[src/rtl/rxline_edit_if.sv]
// Byte-level link between the line editor and its neighbours: the receive
// strobe coming in, the edited line stream going out.
interface rxline_edit_if #(
    parameter int LGLEN = 7
);
    logic             i_stb;
    logic [7:0]       i_data;
    logic             i_ready;
    logic             o_valid;
    logic [7:0]       o_data;
    logic [LGLEN:0]   o_len;
    logic             o_busy;
    logic             o_drop;

    modport master (
        output i_stb, i_data, i_ready,
        input  o_valid, o_data, o_len, o_busy, o_drop
    );

    modport slave (
        input  i_stb, i_data, i_ready,
        output o_valid, o_data, o_len, o_busy, o_drop
    );
endinterface

[src/rtl/rxline_edit.sv]
// Line editor: gathers received bytes into a line with backspace/delete,
// folds CR/LF/CRLF into one LF and streams each finished line downstream.
module rxline_edit #(
    parameter int LGLEN  = 7,
    parameter int MAXLEN = 80
) (
    input  logic          i_clk,
    input  logic          i_reset_n,
    rxline_edit_if.slave  bus
);
    localparam int             DEPTH   = 1 << LGLEN;
    localparam logic [LGLEN:0] ONE     = 1;
    localparam logic [LGLEN:0] LEN_MAX = MAXLEN[LGLEN:0];

    localparam logic [7:0] CH_LF  = 8'h0A;
    localparam logic [7:0] CH_CR  = 8'h0D;
    localparam logic [7:0] CH_BS  = 8'h08;
    localparam logic [7:0] CH_DEL = 8'h7F;

    typedef enum logic [1:0] {
        S_COLLECT,
        S_FLUSH,
        S_TERM
    } state_t;

    state_t         state, state_nx;
    logic [LGLEN:0] len, len_nx;
    logic [LGLEN:0] rdptr, rdptr_nx;
    logic           last_cr, last_cr_nx;
    logic           valid, valid_nx;
    logic [7:0]     odata, odata_nx;
    logic           drop, drop_nx;
    logic           wr_en;

    logic [7:0]     line_mem [0:DEPTH-1];
    logic [LGLEN:0] rdptr_inc;
    logic [7:0]     rd_cur;
    logic [7:0]     rd_next;
    logic           hs;
    logic           is_cr;
    logic           is_lf;
    logic           is_erase;

    assign hs        = valid && bus.i_ready;
    assign rdptr_inc = rdptr + ONE;
    assign rd_cur    = line_mem[rdptr[LGLEN-1:0]];
    assign rd_next   = line_mem[rdptr_inc[LGLEN-1:0]];
    assign is_cr     = (bus.i_data == CH_CR);
    assign is_lf     = (bus.i_data == CH_LF);
    assign is_erase  = (bus.i_data == CH_BS) || (bus.i_data == CH_DEL);

    always_comb begin
        state_nx   = state;
        len_nx     = len;
        rdptr_nx   = rdptr;
        last_cr_nx = last_cr;
        valid_nx   = valid;
        odata_nx   = odata;
        drop_nx    = 1'b0;
        wr_en      = 1'b0;

        unique case (state)
            S_COLLECT: begin
                if (bus.i_stb) begin
                    if (is_cr || (is_lf && !last_cr)) begin
                        last_cr_nx = is_cr;
                        state_nx   = (len != '0) ? S_FLUSH : S_TERM;
                    end else if (is_lf) begin
                        // Second half of a CRLF: the CR already ended the line.
                        last_cr_nx = 1'b0;
                    end else if (is_erase) begin
                        if (len != '0) len_nx = len - ONE;
                        last_cr_nx = 1'b0;
                    end else begin
                        wr_en      = 1'b1;
                        len_nx     = len + ONE;
                        last_cr_nx = 1'b0;
                        if (len + ONE == LEN_MAX) state_nx = S_FLUSH;
                    end
                end
            end

            S_FLUSH: begin
                if (!valid) begin
                    valid_nx = 1'b1;
                    odata_nx = rd_cur;
                end else if (hs) begin
                    rdptr_nx = rdptr_inc;
                    if (rdptr == len - ONE) begin
                        state_nx = S_TERM;
                        odata_nx = CH_LF;
                    end else begin
                        odata_nx = rd_next;
                    end
                end
            end

            S_TERM: begin
                if (!valid) begin
                    valid_nx = 1'b1;
                    odata_nx = CH_LF;
                end else if (hs) begin
                    state_nx = S_COLLECT;
                    len_nx   = '0;
                    rdptr_nx = '0;
                    valid_nx = 1'b0;
                end
            end

            default: begin
                state_nx = S_COLLECT;
            end
        endcase

        // While a line is being emitted nothing is stored; a trailing LF of a
        // CRLF is still absorbed so the pair collapses across the flush.
        if (state != S_COLLECT && bus.i_stb) begin
            if (is_lf && last_cr) last_cr_nx = 1'b0;
            else                  drop_nx    = 1'b1;
        end
    end

    always_ff @(posedge i_clk) begin
        if (!i_reset_n) begin
            state   <= S_COLLECT;
            len     <= '0;
            rdptr   <= '0;
            last_cr <= 1'b0;
            valid   <= 1'b0;
            odata   <= 8'h00;
            drop    <= 1'b0;
        end else begin
            state   <= state_nx;
            len     <= len_nx;
            rdptr   <= rdptr_nx;
            last_cr <= last_cr_nx;
            valid   <= valid_nx;
            odata   <= odata_nx;
            drop    <= drop_nx;
        end
    end

    always_ff @(posedge i_clk) begin
        if (wr_en && i_reset_n) line_mem[len[LGLEN-1:0]] <= bus.i_data;
    end

    assign bus.o_valid = valid;
    assign bus.o_data  = odata;
    assign bus.o_len   = len;
    assign bus.o_busy  = (state != S_COLLECT);
    assign bus.o_drop  = drop;
endmodule

[src/flat_wrapper.sv]
// flat-port wrapper written by rule: the top's interface ports become plain ports
module rxline_edit_flat 
#(
    parameter int LGLEN  = 7,
    parameter int MAXLEN = 80
)
  (i_clk, i_reset_n, bus_i_stb, bus_i_data, bus_i_ready, bus_o_valid, bus_o_data, bus_o_len, bus_o_busy, bus_o_drop);
  rxline_edit_if #(.LGLEN(LGLEN)) bus_i ();
  input  logic i_clk;
  input  logic i_reset_n;
  input wire logic [$bits(bus_i.i_stb)-1:0] bus_i_stb;
  input wire logic [$bits(bus_i.i_data)-1:0] bus_i_data;
  input wire logic [$bits(bus_i.i_ready)-1:0] bus_i_ready;
  output wire logic [$bits(bus_i.o_valid)-1:0] bus_o_valid;
  output wire logic [$bits(bus_i.o_data)-1:0] bus_o_data;
  output wire logic [$bits(bus_i.o_len)-1:0] bus_o_len;
  output wire logic [$bits(bus_i.o_busy)-1:0] bus_o_busy;
  output wire logic [$bits(bus_i.o_drop)-1:0] bus_o_drop;
  assign bus_i.i_stb = bus_i_stb;
  assign bus_i.i_data = bus_i_data;
  assign bus_i.i_ready = bus_i_ready;
  assign bus_o_valid = bus_i.o_valid;
  assign bus_o_data = bus_i.o_data;
  assign bus_o_len = bus_i.o_len;
  assign bus_o_busy = bus_i.o_busy;
  assign bus_o_drop = bus_i.o_drop;
  rxline_edit #(.LGLEN(LGLEN), .MAXLEN(MAXLEN)) u_core (.i_clk(i_clk), .i_reset_n(i_reset_n), .bus(bus_i));
endmodule
[config.mk]
export PLATFORM = sky130hd
export DESIGN_NAME = rxline_edit_flat
export DESIGN_NICKNAME = d
export VERILOG_FILES = /design/src/rtl/rxline_edit_if.sv /design/src/rtl/rxline_edit.sv /design/src/flat_wrapper.sv
export SDC_FILE = /design/constraint.sdc
export NUM_CORES = 2
export LEC_CHECK = 0
export CORE_MARGIN = 2
export CORE_UTILIZATION = 50
export CTS_CLUSTER_SIZE = 40
export DETAILED_ROUTE_END_ITERATION = 12
export PLACE_DENSITY_LB_ADDON = 0.08
export SLEW_MARGIN = 15
export SYNTH_ARGS = -nofsm -noshare
export SYNTH_HDL_FRONTEND = slang
export SYNTH_SLANG_ARGS = --single-unit
[constraint.sdc]
create_clock -name i_clk -period 8.8 [get_ports i_clk]
set_clock_uncertainty 0.2 [all_clocks]
set_input_delay 0.88 -clock i_clk [delete_from_list [all_inputs] [get_ports i_clk]]
set_output_delay 0.88 -clock i_clk [all_outputs]
set_load 0.02 [all_outputs]
==> results.py <==
metrics = {
    "status": {
        "run_status": "finished, final reports clean",
    },
    "pwr": {
        "ir_drop_mv": 0.221,
        "combPwrFrac": 0.251,
        "design_power_total_w": 0.0139,
        "clkPwrFrac": 0.341,
        "p_switching_w": 0.00419,
        "power_frac_seq": 0.409,
        "leakagePower_nw": 16.4,
        "swShare": 0.302,
        "internal_power_w": 0.00968,
        "p_per_area_nw_per_um2": 249,
    },
    "floorplan": {
        "io_pins": 31,
        "coreArea_um2": 100000,
        "placementRows": 116,
        "dieArea_um2": 104000,
        "die_y_um": 322,
        "initial_core_util": 0.505,
        "die_x_um": 322,
    },
    "run": {
        "drv_cap": 0,
    },
    "final_layout": {
        "drive_gt1_frac": 0.165,
        "synthToLayoutAreaGrowth_pct": 9.87,
        "nNetsFinal": 3132,
    },
    "drt": {
        "drt_pass1_iterations": 6,
        "wire_per_inst_um": 36.9,
        "drc": 0,
        "finalWirelength_um": 167000,
        "vias_per_cell": 7.14,
        "via_count": 32220,
        "initialDrtViolationCount": 4566,
        "ant_nets": 0,
    },
    "worst_setup_path": {
        "cp.required_ns": 8.91,
        "worstSetupStartpointType": "input pin",
        "end_kind": "register",
        "path_class": "in -> reg",
        "r2r-start": "u_core.rdptr[0]",
        "worstRegToRegCells": 10,
        "r2r-end": "u_core.bus.o_data[0]",
        "r2r_slack_ns": 3.61,
        "cp.arrival_ns": 5.33,
        "cp_max_fo": 68,
    },
    "sta": {
        "setup_viol_count_final": 0,
        "grt_setup_unrepaired": "no",
        "fin_crit_sh": 0.594,
        "max_freq_mhz": 191,
        "finalCriticalPeriod_ns": 5.22,
        "slew_viol_final": 0,
        "fin_setup_tns_ns": 0,
        "relSlewSlack": 0.119,
        "hold_viol_final": 0,
        "worst_pin_slew_ns": 1.29,
    },
    "clock_tree": {
        "cts_buffers": 110,
        "clock_path_buffers": 3,
        "cts_resized": 0,
        "tritoncts": "built",
        "holdBufCountCts": 0,
        "post-cts-setup-buffer-count": 0,
        "path_clk_slew_ns": 0.06,
        "clkSinkCount": 1060,
        "clock_latency_ns": 0.71,
        "cts-root-buf": "clkbuf_16",
        "cts-htree-levels": 3,
    },
    "global_route": {
        "antenna_found_initial": 7,
        "grt_pass1_wl_um": 235000,
        "grt_max_degree": 122,
        "grt_pass1_vias": 31385,
        "grt_remaining_overflow": 0,
        "grt_use_total": 0.321,
    },
    "placed_design": {
        "port_buffers": 30,
        "dp_hpwl_um": 104000,
        "globalplace.congestion": 0.920,
    },
    "yosys": {
        "ys_types": 59,
        "ys_ff_latch": 1060,
        "syn_avg_cell_area_um2": 16.0,
        "synthCells": 3165,
        "syn_nets": 3184,
        "synth_warnings": 0,
        "async_flop_share": 0,
        "synthFlopType": "edfxtp_1",
        "syn_area_um2": 50600,
        "synth_edf_count": 1024,
        "seq_area_frac_synth": 0.622,
    },
    "worst_hold_path": {
        "min-delay-start": "u_core.last_cr",
        "hold_class": "reg -> reg",
        "hold_depth": 2,
        "hold_end": "u_core.last_cr",
    },
}
[worst max-delay path, stage by stage]
cell	delay (ns)
buf_4	0.68
buf_4	0.77
nor3_1	0.11
o2bb2ai_1	0.26
and2_1	0.31
nor3_2	0.56
and3b_1	0.51
nand2_1	0.28
nor2_1	0.83
[synthesized netlist by cell type (9+ instances only)]
cell | count | area (um2)
a21oi_1 | 115 | 576
a221oi_1 | 97 | 850
a22oi_1 | 243 | 1820
a31oi_1 | 9 | 56.3
and2_1 | 13 | 81.3
buf_1 | 17 | 63.8
buf_2 | 82 | 410
buf_4 | 24 | 180
clkbuf_1 | 130 | 488
dfxtp_1 | 36 | 721
edfxtp_1 | 1024 | 30700
inv_1 | 10 | 37.5
mux2i_1 | 589 | 5900
mux4_2 | 252 | 5680
nand2_1 | 38 | 143
nand3_1 | 13 | 65.1
nor2_1 | 208 | 781
nor2b_1 | 10 | 62.6
o211ai_1 | 48 | 360
o21ai_0 | 49 | 245
o41ai_1 | 24 | 210
or3_1 | 9 | 56.3
[placed cells by master (no fill, tap or decap), types with 10 or more instances in the layout]
cell type           n
o41ai_1            24
clkbuf_1           24
clkbuf_16         113
o21ai_0            49
and2_1             11
nor2_1            205
nand3_1            13
inv_1              10
a22oi_1           243
mux4_2            252
nand2_1            37
o211ai_1           48
a221oi_1           97
clkinv_2           21
dfxtp_1            30
clkinvlp_4         11
clkinv_1           20
a21oi_1           115
edfxtp_1         1024
clkdlybuf4s50_1    22
buf_4              64
bufinv_16          12
mux2i_1           589
[flip-flops by register name (all words and copies together) (netlist names), named ones only]
name,count
u_core.bus.o_drop,1
u_core.bus.o_len,8
u_core.bus.o_data,8
u_core.line_mem,1024
u_core.last_cr,1
u_core.state,2
u_core.rdptr,8
u_core.bus.o_valid,1
[metrics by stage]
stage | cells | utilization | hold WS (ns) | instance area [um2] | setup WS (ns)
after floorplan | 3165 | - | 0.243 | 50600 | 5.57
after global placement | 4298 | 0.519 | 0.258 | 52000 | 2.15
after detailed placement | 4299 | 0.519 | 0.265 | 52000 | 2.99
after CTS | 4507 | 0.555 | 0.273 | 55600 | 3.74
after global routing | 4507 | 0.555 | 0.297 | 55600 | 3.43
final | 4510 | 0.555 | 0.274 | 55600 | 3.58
[worst max path at each step]
stage / from / endpoint / slack [ns] / cells past startpoint
detailed placement: bus_i_data[1] / u_core.line_mem[39][2] / 2.99 / 10
finish: bus_i_data[1] / u_core.line_mem[74][6] / 3.58 / 9
global route: bus_i_data[1] / u_core.line_mem[39][0] / 3.43 / 10
CTS: bus_i_data[1] / u_core.line_mem[39][0] / 3.74 / 10
global placement: bus_i_data[1] / u_core.line_mem[69][0] / 2.15 / 9
floorplan: bus_i_data[5] / u_core.line_mem[80][0] / 5.57 / 8
[power groups by stage]
stage	sequential (W)	clock, W	combinational, W
final	0.00567	0.00472	0.00347
after global routing	0.00567	0.00495	0.00360
after CTS	0.00567	0.00475	0.00342
after detailed placement	0.00578	0	0.00341
after global placement	0.00577	0	0.00337
after floorplan	0.00570	0	0.00241
[cell families after synthesis]
group                      after synthesis  share of synthesized area
buffers and inverters                  267                     0.0241
muxes                                  848                      0.230
adders and majority gates                7                    0.00173
DFF                                   1060                      0.622
AOI/OAI and AO/OA                      617                     0.0870
and+or+nand+nor                        350                     0.0320
xor gates and xnor gates                16                    0.00292
[final cells by class]
class                      instances  area (um2)
fill                            7675       44600
sequential                      1060       31500
multi-input combinational       1838       18000
clock buffer                     138        2930
tap                             1298        1620
timing repair buffer              92         812
clock inverter                    70         676
inverter                          11        41.3
antenna                            3        7.51
[metal layers]
layer / vias up / GRT usage / share of wire
li1: 13010 / - / -
met1: 16764 / 0.456 / 0.40
met2: 2103 / 0.480 / 0.45
met3: 341 / 0.0760 / 0.11
met4: 2 / 0.128 / 0.042
met5: - / 0 / 0.000072
No activity file was read; power rests on OpenSTA's default activity.
